[config.mk]
export PLATFORM = sky130hd
export DESIGN_NAME = scdata_efuse_ctl_gen_flat
export DESIGN_NICKNAME = d
export VERILOG_FILES = /design/src/rtl/scdata_efuse_ctl_gen_if.sv /design/src/rtl/scdata_efuse_ctl_gen.sv /design/src/flat_wrapper.sv
export SDC_FILE = /design/constraint.sdc
export NUM_CORES = 1
export LEC_CHECK = 0
export CAP_MARGIN = 20
export CORE_MARGIN = 8
export CORE_UTILIZATION = 35
export CTS_BUF_LIST = sky130_fd_sc_hd__clkbuf_8 sky130_fd_sc_hd__clkbuf_16
export CTS_CLUSTER_SIZE = 16
export DETAILED_ROUTE_END_ITERATION = 8
export GPL_TIMING_DRIVEN = 0
export HOLD_SLACK_MARGIN = 0.15
export PLACE_DENSITY = 0.61
export SLEW_MARGIN = 10
export SYNTH_ARGS = -nofsm -noshare
export SYNTH_HDL_FRONTEND = slang
export SYNTH_SLANG_ARGS = --single-unit
[constraint.sdc]
create_clock -name rclk -period 3 [get_ports rclk]
set_input_delay 0.6 -clock rclk [delete_from_list [all_inputs] [get_ports rclk]]
set_output_delay 0.6 -clock rclk [all_outputs]
set_load 0.01 [all_outputs]
[src/rtl/scdata_efuse_ctl_gen_if.sv]
// Serial efuse-controller side and redundancy-array side of the efuse control block.
interface scdata_efuse_ctl_gen_if #(
  parameter int NSUB = 4,
  parameter int NRID = 6,
  parameter int RIDW = 3
);
  logic                   testmode_l;
  logic                   efc_ashift;
  logic                   efc_dshift;
  logic                   efc_data;
  logic                   err_clr;
  logic                   red_fuse_data;
  logic                   efc_fuse_data;
  logic                   fuse_red_data;
  logic [NSUB*NRID-1:0]   fuse_red_wren;
  logic [RIDW-1:0]        fuse_red_rid;
  logic                   fuse_red_read_shift;
  logic                   busy;
  logic                   addr_err;
  logic                   len_err;

  modport master (
    output testmode_l, efc_ashift, efc_dshift, efc_data, err_clr, red_fuse_data,
    input  efc_fuse_data, fuse_red_data, fuse_red_wren, fuse_red_rid,
           fuse_red_read_shift, busy, addr_err, len_err
  );

  modport slave (
    input  testmode_l, efc_ashift, efc_dshift, efc_data, err_clr, red_fuse_data,
    output efc_fuse_data, fuse_red_data, fuse_red_wren, fuse_red_rid,
           fuse_red_read_shift, busy, addr_err, len_err
  );
endinterface

[src/rtl/scdata_efuse_ctl_gen.sv]
// Efuse redundancy-row controller: serial address decode, one-hot row write enables, 2-flop read return.
// Write data/enables lag the dshift cycle by one clock; no backpressure, an address shift aborts any transfer.
module scdata_efuse_ctl_gen #(
  parameter int NSUB = 4,
  parameter int NRID = 6,
  parameter int SUBW = 2,
  parameter int RIDW = 3,
  parameter int DW   = 16
) (
  input logic                   rclk,
  input logic                   arst_l,
  scdata_efuse_ctl_gen_if.slave bus
);
  localparam int AW   = SUBW + RIDW + 1;
  localparam int CW   = $clog2(DW + 1);
  localparam int NW   = NSUB * NRID;
  localparam int IW   = (NW > 1) ? $clog2(NW) : 1;
  localparam int SUBL = SUBW + 1;
  localparam int RIDL = RIDW + 1;
  localparam logic [SUBW:0] NSUB_L = SUBL'(NSUB);
  localparam logic [RIDW:0] NRID_L = RIDL'(NRID);
  localparam logic [CW-1:0] DW_C   = CW'(DW);

  typedef enum logic [2:0] {
    S_IDLE  = 3'd0,
    S_ADDR  = 3'd1,
    S_ARMED = 3'd2,
    S_WRITE = 3'd3,
    S_READ  = 3'd4
  } state_t;

  state_t          state_q, state_d;
  logic [AW-1:0]   addr_q, addr_d;
  logic [CW-1:0]   count_q, count_d;
  logic            wr_q, wr_d;
  logic [IW-1:0]   idx_q, idx_d;
  logic [RIDW-1:0] rid_q, rid_d;
  logic            data_q, data_d;
  logic [NW-1:0]   wren_q, wren_d;
  logic            rshift_q, rshift_d;
  logic            rd1_q, rd1_d;
  logic            rd2_q, rd2_d;
  logic            addr_err_q, addr_err_d;
  logic            len_err_q, len_err_d;

  logic [SUBW-1:0] sub_w;
  logic [RIDW-1:0] rid_w;
  logic            range_ok;
  logic            busy_w;
  logic            xfer;
  logic            addr_err_set;
  logic            len_err_set;

  assign sub_w    = addr_q[AW-1:RIDW+1];
  assign rid_w    = addr_q[RIDW:1];
  assign range_ok = ({1'b0, sub_w} < NSUB_L) && ({1'b0, rid_w} < NRID_L);
  assign busy_w   = (state_q == S_WRITE) || (state_q == S_READ);

  always_comb begin
    state_d      = state_q;
    addr_d       = addr_q;
    count_d      = count_q;
    wr_d         = wr_q;
    idx_d        = idx_q;
    rid_d        = rid_q;
    data_d       = data_q;
    wren_d       = '0;
    rshift_d     = 1'b0;
    rd1_d        = bus.red_fuse_data;
    rd2_d        = rd1_q;
    xfer         = 1'b0;
    addr_err_set = 1'b0;
    len_err_set  = 1'b0;

    if (bus.efc_ashift) begin
      addr_d  = {addr_q[AW-2:0], bus.efc_data};
      state_d = S_ADDR;
      if (busy_w && (count_q != DW_C)) len_err_set = 1'b1;
    end else begin
      case (state_q)
        S_ADDR: begin
          if (!range_ok) begin
            addr_err_set = 1'b1;
            state_d      = S_IDLE;
          end else begin
            state_d = S_ARMED;
            rid_d   = rid_w;
            wr_d    = addr_q[0];
            idx_d   = IW'(sub_w) * IW'(NRID) + IW'(rid_w);
          end
        end
        // The dshift cycle that leaves ARMED also carries the first bit.
        S_ARMED: begin
          if (bus.efc_dshift) begin
            xfer    = 1'b1;
            state_d = wr_q ? S_WRITE : S_READ;
          end
        end
        S_WRITE, S_READ: begin
          if (bus.efc_dshift) begin
            xfer = (count_q != DW_C);
          end else begin
            if (count_q != DW_C) len_err_set = 1'b1;
            state_d = S_IDLE;
          end
        end
        default: ;
      endcase
    end

    if (xfer) begin
      count_d = ((state_q == S_ARMED) ? '0 : count_q) + CW'(1);
      if (wr_q) begin
        wren_d[idx_q] = 1'b1;
        data_d        = bus.efc_data;
      end else begin
        rshift_d = 1'b1;
      end
    end

    addr_err_d = (addr_err_q & ~bus.err_clr) | addr_err_set;
    len_err_d  = (len_err_q & ~bus.err_clr) | len_err_set;
  end

  always_ff @(posedge rclk or negedge arst_l) begin
    if (!arst_l) begin
      state_q    <= S_IDLE;
      addr_q     <= '0;
      count_q    <= '0;
      wr_q       <= 1'b0;
      idx_q      <= '0;
      rid_q      <= '0;
      data_q     <= 1'b0;
      wren_q     <= '0;
      rshift_q   <= 1'b0;
      rd1_q      <= 1'b0;
      rd2_q      <= 1'b0;
      addr_err_q <= 1'b0;
      len_err_q  <= 1'b0;
    end else begin
      state_q    <= state_d;
      addr_q     <= addr_d;
      count_q    <= count_d;
      wr_q       <= wr_d;
      idx_q      <= idx_d;
      rid_q      <= rid_d;
      data_q     <= data_d;
      wren_q     <= wren_d;
      rshift_q   <= rshift_d;
      rd1_q      <= rd1_d;
      rd2_q      <= rd2_d;
      addr_err_q <= addr_err_d;
      len_err_q  <= len_err_d;
    end
  end

  // Test-mode gating is combinational so the FSM and datapath keep running.
  assign bus.fuse_red_wren       = wren_q & {NW{bus.testmode_l}};
  assign bus.fuse_red_read_shift = rshift_q & bus.testmode_l;
  assign bus.fuse_red_data       = data_q;
  assign bus.fuse_red_rid        = rid_q;
  assign bus.efc_fuse_data       = rd2_q;
  assign bus.busy                = busy_w;
  assign bus.addr_err            = addr_err_q;
  assign bus.len_err             = len_err_q;
endmodule

[src/flat_wrapper.sv]
// flat-port wrapper written by rule: the top's interface ports become plain ports
module scdata_efuse_ctl_gen_flat 
#(
  parameter int NSUB = 4,
  parameter int NRID = 6,
  parameter int SUBW = 2,
  parameter int RIDW = 3,
  parameter int DW   = 16
)
  (rclk, arst_l, bus_testmode_l, bus_efc_ashift, bus_efc_dshift, bus_efc_data, bus_err_clr, bus_red_fuse_data, bus_efc_fuse_data, bus_fuse_red_data, bus_fuse_red_wren, bus_fuse_red_rid, bus_fuse_red_read_shift, bus_busy, bus_addr_err, bus_len_err);
  scdata_efuse_ctl_gen_if #(.NSUB(NSUB), .NRID(NRID), .RIDW(RIDW)) bus_i ();
  input logic rclk;
  input logic arst_l;
  input wire logic [$bits(bus_i.testmode_l)-1:0] bus_testmode_l;
  input wire logic [$bits(bus_i.efc_ashift)-1:0] bus_efc_ashift;
  input wire logic [$bits(bus_i.efc_dshift)-1:0] bus_efc_dshift;
  input wire logic [$bits(bus_i.efc_data)-1:0] bus_efc_data;
  input wire logic [$bits(bus_i.err_clr)-1:0] bus_err_clr;
  input wire logic [$bits(bus_i.red_fuse_data)-1:0] bus_red_fuse_data;
  output wire logic [$bits(bus_i.efc_fuse_data)-1:0] bus_efc_fuse_data;
  output wire logic [$bits(bus_i.fuse_red_data)-1:0] bus_fuse_red_data;
  output wire logic [$bits(bus_i.fuse_red_wren)-1:0] bus_fuse_red_wren;
  output wire logic [$bits(bus_i.fuse_red_rid)-1:0] bus_fuse_red_rid;
  output wire logic [$bits(bus_i.fuse_red_read_shift)-1:0] bus_fuse_red_read_shift;
  output wire logic [$bits(bus_i.busy)-1:0] bus_busy;
  output wire logic [$bits(bus_i.addr_err)-1:0] bus_addr_err;
  output wire logic [$bits(bus_i.len_err)-1:0] bus_len_err;
  assign bus_i.testmode_l = bus_testmode_l;
  assign bus_i.efc_ashift = bus_efc_ashift;
  assign bus_i.efc_dshift = bus_efc_dshift;
  assign bus_i.efc_data = bus_efc_data;
  assign bus_i.err_clr = bus_err_clr;
  assign bus_i.red_fuse_data = bus_red_fuse_data;
  assign bus_efc_fuse_data = bus_i.efc_fuse_data;
  assign bus_fuse_red_data = bus_i.fuse_red_data;
  assign bus_fuse_red_wren = bus_i.fuse_red_wren;
  assign bus_fuse_red_rid = bus_i.fuse_red_rid;
  assign bus_fuse_red_read_shift = bus_i.fuse_red_read_shift;
  assign bus_busy = bus_i.busy;
  assign bus_addr_err = bus_i.addr_err;
  assign bus_len_err = bus_i.len_err;
  scdata_efuse_ctl_gen #(.NSUB(NSUB), .NRID(NRID), .SUBW(SUBW), .RIDW(RIDW), .DW(DW)) u_core (.rclk(rclk), .arst_l(arst_l), .bus(bus_i));
endmodule
* Word level (Yosys, flattened, before mapping)
Index checks and enable logic that the tools add are counted.
** Word-level totals
- Bits in read-only memories :: 0
- Memory bits (writable) :: 0
- Memories kept :: 0
- Bits in latches :: 0
- Bits in registers :: 53
** Operators by class
- Shift-type cells :: 0
- Order comparisons :: 3
- Multiplexer cells :: 25
- Add/sub/neg operators :: 2
- Reduce and logical (&&, ||, !) cells :: 8
- Divide/modulo/power cells :: 0
- Bitwise operators :: 8
- Eq/ne operators :: 7
- $mul :: 1
** Operators with widths (count)
- $mux W24 :: 2
- $and A24 B24 Y24 :: 1
- $mux W1 :: 14
- $mux W3 :: 4
- $pmux W3 S3 :: 1
- $eq A3 B2 Y1 const B :: 2
- $lt A5 B6 Y1 const B :: 1
- $ne A3 B3 Y1 const B :: 2
- $reduce_and A3 Y1 :: 2
- $add A5 B1 Y5 const B :: 1
- $add A5 B3 Y5 :: 1
- $demux W1 S5 :: 1
- $ge A5 B1 Y1 const B :: 1
- $mux W5 :: 1
- $ne A5 B5 Y1 const B :: 1
- $mul A2 B2 Y4 const B :: 1
- $reduce_bool A4 Y1 :: 1
- $and A1 B1 Y1 :: 3
- $eq A3 B1 Y1 const B :: 1
- $eq A3 B3 Y1 const B :: 1
- $lt A3 B3 Y1 const B :: 1
- $logic_and A1 B1 Y1 :: 2
- $mux W2 :: 1
- $not A1 Y1 :: 2
- 5 further kinds :: 6

* Logic depth before layout (Yosys ltp)
- Depth in word-level cells :: 6
- Mapped depth :: 8
- Depth with buffers taken out :: 8

* Worst setup path before layout
Ideal clock, no wire load.
- Kind :: input port to flip-flop
- From :: input port bus_efc_ashift
- To :: register u_core.idx_q[0]
- Setup slack :: 1.181 ns
- Library setup time :: 0.125 ns
- Required time :: 2.875 ns
- Path buffers :: 1
- Stages :: 4
- Arrival time :: 1.694 ns
- Cell sequence :: or4b_4 -> nand2b_4 -> buf_6 -> mux2_4
** On the way
- Cells in the longest elaborated chain, start to end :: 2
** Ends and longest elaborated chain
- start: declaration :: RTL line flat_wrapper.sv:15 : input wire logic [$bits(bus_i.efc_ashift)-1:0] bus_efc_ashift;
- $not A1 Y1 (no source line)
- $reduce_and A3 Y1 (no source line)
- end signal: assignment :: RTL line scdata_efuse_ctl_gen.sv:145 : idx_q <= idx_d;
- end: declaration :: RTL line scdata_efuse_ctl_gen.sv:36 : logic [IW-1:0] idx_q, idx_d;
No other way between the ends.
A chain may end at the register's enable or synchronous reset.

* Worst setup path after layout
- From :: input port bus_testmode_l
- To :: output port bus_fuse_red_wren[10]
** On the way
- Cells in the longest elaborated chain, start to end :: 1
** Ends and longest elaborated chain
- start: declaration :: RTL line flat_wrapper.sv:14 : input wire logic [$bits(bus_i.testmode_l)-1:0] bus_testmode_l;
- $and A24 B24 Y24 :: RTL line scdata_efuse_ctl_gen.sv:158 : assign bus.fuse_red_wren = wren_q & {NW{bus.testmode_l}};
- end: declaration :: RTL line flat_wrapper.sv:22 : output wire logic [$bits(bus_i.fuse_red_wren)-1:0] bus_fuse_red_wren;
No other way between the ends.

==> summary.txt <==
Detailed placement HPWL -> 3.594 mm
Global-route wire length before repair -> 8.300 mm
Die area -> 0.009864 mm2
Post-synthesis cell count -> 226
Logic pwr share -> 33.2%
CTS max path bufs -> 2
Most used cell, CP -> clkdlybuf4s50_1
Worst path max stage delay -> 0.55 ns
Slew @ Worst Pin -> 0.5829 ns
Slowest CP cell -> clkdlybuf4s50_1
Sinks on Clock Net -> 52
Slew HR -> 60.97%
Placed insts -> 347
Die Ht -> 99.32 um
# resized after CTS -> 0
Remaining global-route overflow -> 0
Initial antenna violation count -> 0
Achievable Freq -> 364.3 MHz
Final Power -> 0.001959 W
Clock root buffer -> clkbuf_8
Seq/Total Area, Yosys -> 53.55%
Yosys warns -> 0
Final wirelength -> 4.731 mm
Worst-case reg-to-reg path depth -> 4
CTS Hold Buffers Added -> 0
Antenna cells -> 0
Flop2flop setup slack -> 1.17 ns
Critical-path maximum fanout -> 10
Synthesized area -> 0.002430 mm2
Critical Path AT -> 2.14 ns
Min Tclk post-route -> 2.745 ns
Synth area leader -> dfrtp_1
TritonCTS clock tree -> done
Total track usage -> 10.32%
CP endpoint kind -> output pin
Mean Syn Cell Area -> 10.75 um2
Fin. max-slew vios -> 0
I/O Pins -> 41
Commonest non-fill, non-tap cell in the layout -> dfrtp_1
Post-DRT Antenna Nets -> 0
Iter 0 DRT Violations -> 56
WL/cell -> 13.36 um
Peak VDD IR -> 0.3644 mV
Final Hold Fails -> 0
Seq cells post-synth -> 52
RSZ-0062 raised after global routing -> no
Vias in the first global route -> 1,714
Worst Path Required -> 2.40 ns
Clock network power share -> 19.4%
Unique masters post-synth -> 42
Post-Syn Nets -> 240
Layout Skew -> 0.004717 ns
Post-CTS Setup Bufs -> 0
Pint -> 0.001293 W
Share of cells above drive strength 1 -> 12.41%
Final setup fails -> 0
Total CTS buffers -> 5
PwrDens -> 647.2 mW/mm2
R2R Path End -> u_core.count_q[1]
Sequential power share -> 47.4%
Area share of the largest cell type after synthesis -> 53.55%
Largest net degree at the start of global routing -> 28
Number of remaining DRC errors -> 0
Drt pass-1 iters -> 4
Num rows -> 30
Final worst path period share -> 91.50%
Die X -> 99.32 um
Status -> complete, no violations
Startpoint types -> primary input
Net count, final -> 288
Port bufs -> 40
GP Congestion -> 0.7983
H-tree depth reported by CTS -> 2
Area growth syn-to-layout -> 24.56%
Max Cap Viol -> 0
Hold WC Path Type -> in -> async
Switching pwr -> 0.0006663 W
Starting density of the core -> 35.96%
CORE AREA -> 0.006756 mm2
Synth area leaders -> dfrtp_1, and2_1, mux2_2
Worst r2r src -> u_core.count_q[2]
Switching Share -> 34.01%
CTS clock-pin slew for the worst setup and hold paths -> 0.09 ns
Post-route insts no fill -> 354
Kind of critical path -> in -> out
Via density -> 4.825
Clock latency on the worst-skew pair -> 0.30 ns
Commonest cells after routing, fill and taps aside -> dfrtp_1, clkdlybuf4s50_1, and2_1
Crit path cell chain -> clkdlybuf4s50_1 -> clkbuf_1 -> and2_1 -> clkdlybuf4s50_1
Total number of vias -> 1,708
Pleak -> 1.303 nW
[through the flow]
| step | utilization [%] | setup WS [ns] | TNS (ns) | cell area [um2] | hold WS, ns |
|---|---|---|---|---|---|
| floorplan | - | 1.181 | 0 | 2430 | 0.3044 |
| global placement | 43.37 | -0.1755 | -9.002 | 2930 | 0.3386 |
| detailed placement | 43.59 | 0.2154 | 0 | 2945 | 0.3466 |
| CTS | 44.80 | 0.2084 | 0 | 3027 | 0.3005 |
| global route | 44.80 | 0.1006 | 0 | 3027 | 0.3173 |
| finish | 44.80 | 0.2551 | 0 | 3027 | 0.2844 |
[how the worst max path moves through the flow]
stage | from | to
finish | bus_testmode_l | bus_fuse_red_wren[10]
global route | bus_testmode_l | bus_fuse_red_wren[3]
CTS | bus_testmode_l | bus_fuse_red_wren[10]
detailed placement | bus_testmode_l | bus_fuse_red_wren[10]
global placement | arst_l | u_core.bus.len_err
floorplan | bus_efc_ashift | u_core.idx_q[0]
[critical path: cells and delay by family]
kind | cells | cell delay [ns]
and+or+nand+nor | 1 | 0.18
buffers and inverters | 3 | 1.36
[cell usage after synthesis, drive strengths merged]
master and n:
a211oi 1, a21o 1, a21oi 8, a221oi 1
a2bb2oi 1, a31oi 1, and2 25, and3b 1
buf 8, clkbuf 5, dfrtp 52, fa 1
ha 5, inv 9, mux2 11, nand2 16
nand2b 5, nand3 4, nand3b 1, nor2 20
nor2b 7, nor3 14, nor3b 2, nor4 3
nor4b 1, o2111ai 2, o211ai 2, o21ai 8
o21bai 1, o22ai 3, o2bb2ai 1, o311ai 1
or2 1, or3 1, or4b 1, xnor2 2
[logic make-up (layout without fill, tap and decap cells)]
logic type | after synthesis | in the layout | share of synthesized area [%]
multiplexers | 11 | 11 | 5.716
adder cells (fa/ha/maj) | 6 | 6 | 3.399
XOR/XNOR | 2 | 2 | 0.7210
AO/OA/AOI/OAI | 31 | 31 | 8.755
buffers and inverters | 22 | 70 | 4.840
flip-flops | 52 | 52 | 53.55
AND/OR/NAND/NOR | 102 | 102 | 23.02
[registers in the layout (all words and copies together) (netlist names), 2 cells and up]
signal / cells
u_core.count_q: 5
u_core.wren_q: 24
u_core.state_q: 3
u_core.idx_q: 5
u_core.bus.fuse_red_rid: 2
u_core.addr_q: 6
[layout make-up]
cell class / count / area (um2)
inverters: 9 / 33.78
clock inverters: 2 / 12.51
well taps: 80 / 100.1
fillers: 655 / 3730
flip-flops and latches: 52 / 1301
multi-input cells: 152 / 1011
clock buffers: 5 / 68.82
repair buffers: 41 / 415.4
plain buffers: 13 / 83.83
[layer usage]
layer  up-vias  global-route usage (%)  share of wire (%)
met5         -                       0                  0
met4         0                   3.376                1.2
met3         5                   4.330                8.7
met2        49                   15.50                 43
met1       797                   13.05                 47
li1        857                       -                  -
[power groups by stage]
stage | Combinational, W | Sequential, W | Clock [W]
after floorplan | 0.000448 | 0.000927 | 0
after global placement | 0.000645 | 0.000937 | 0
after detailed placement | 0.000660 | 0.000942 | 0
after CTS | 0.000664 | 0.000930 | 0.000393
after global routing | 0.000741 | 0.000954 | 0.000422
final | 0.000651 | 0.000928 | 0.000380
Note: power is estimated with default switching activity, not from simulation.
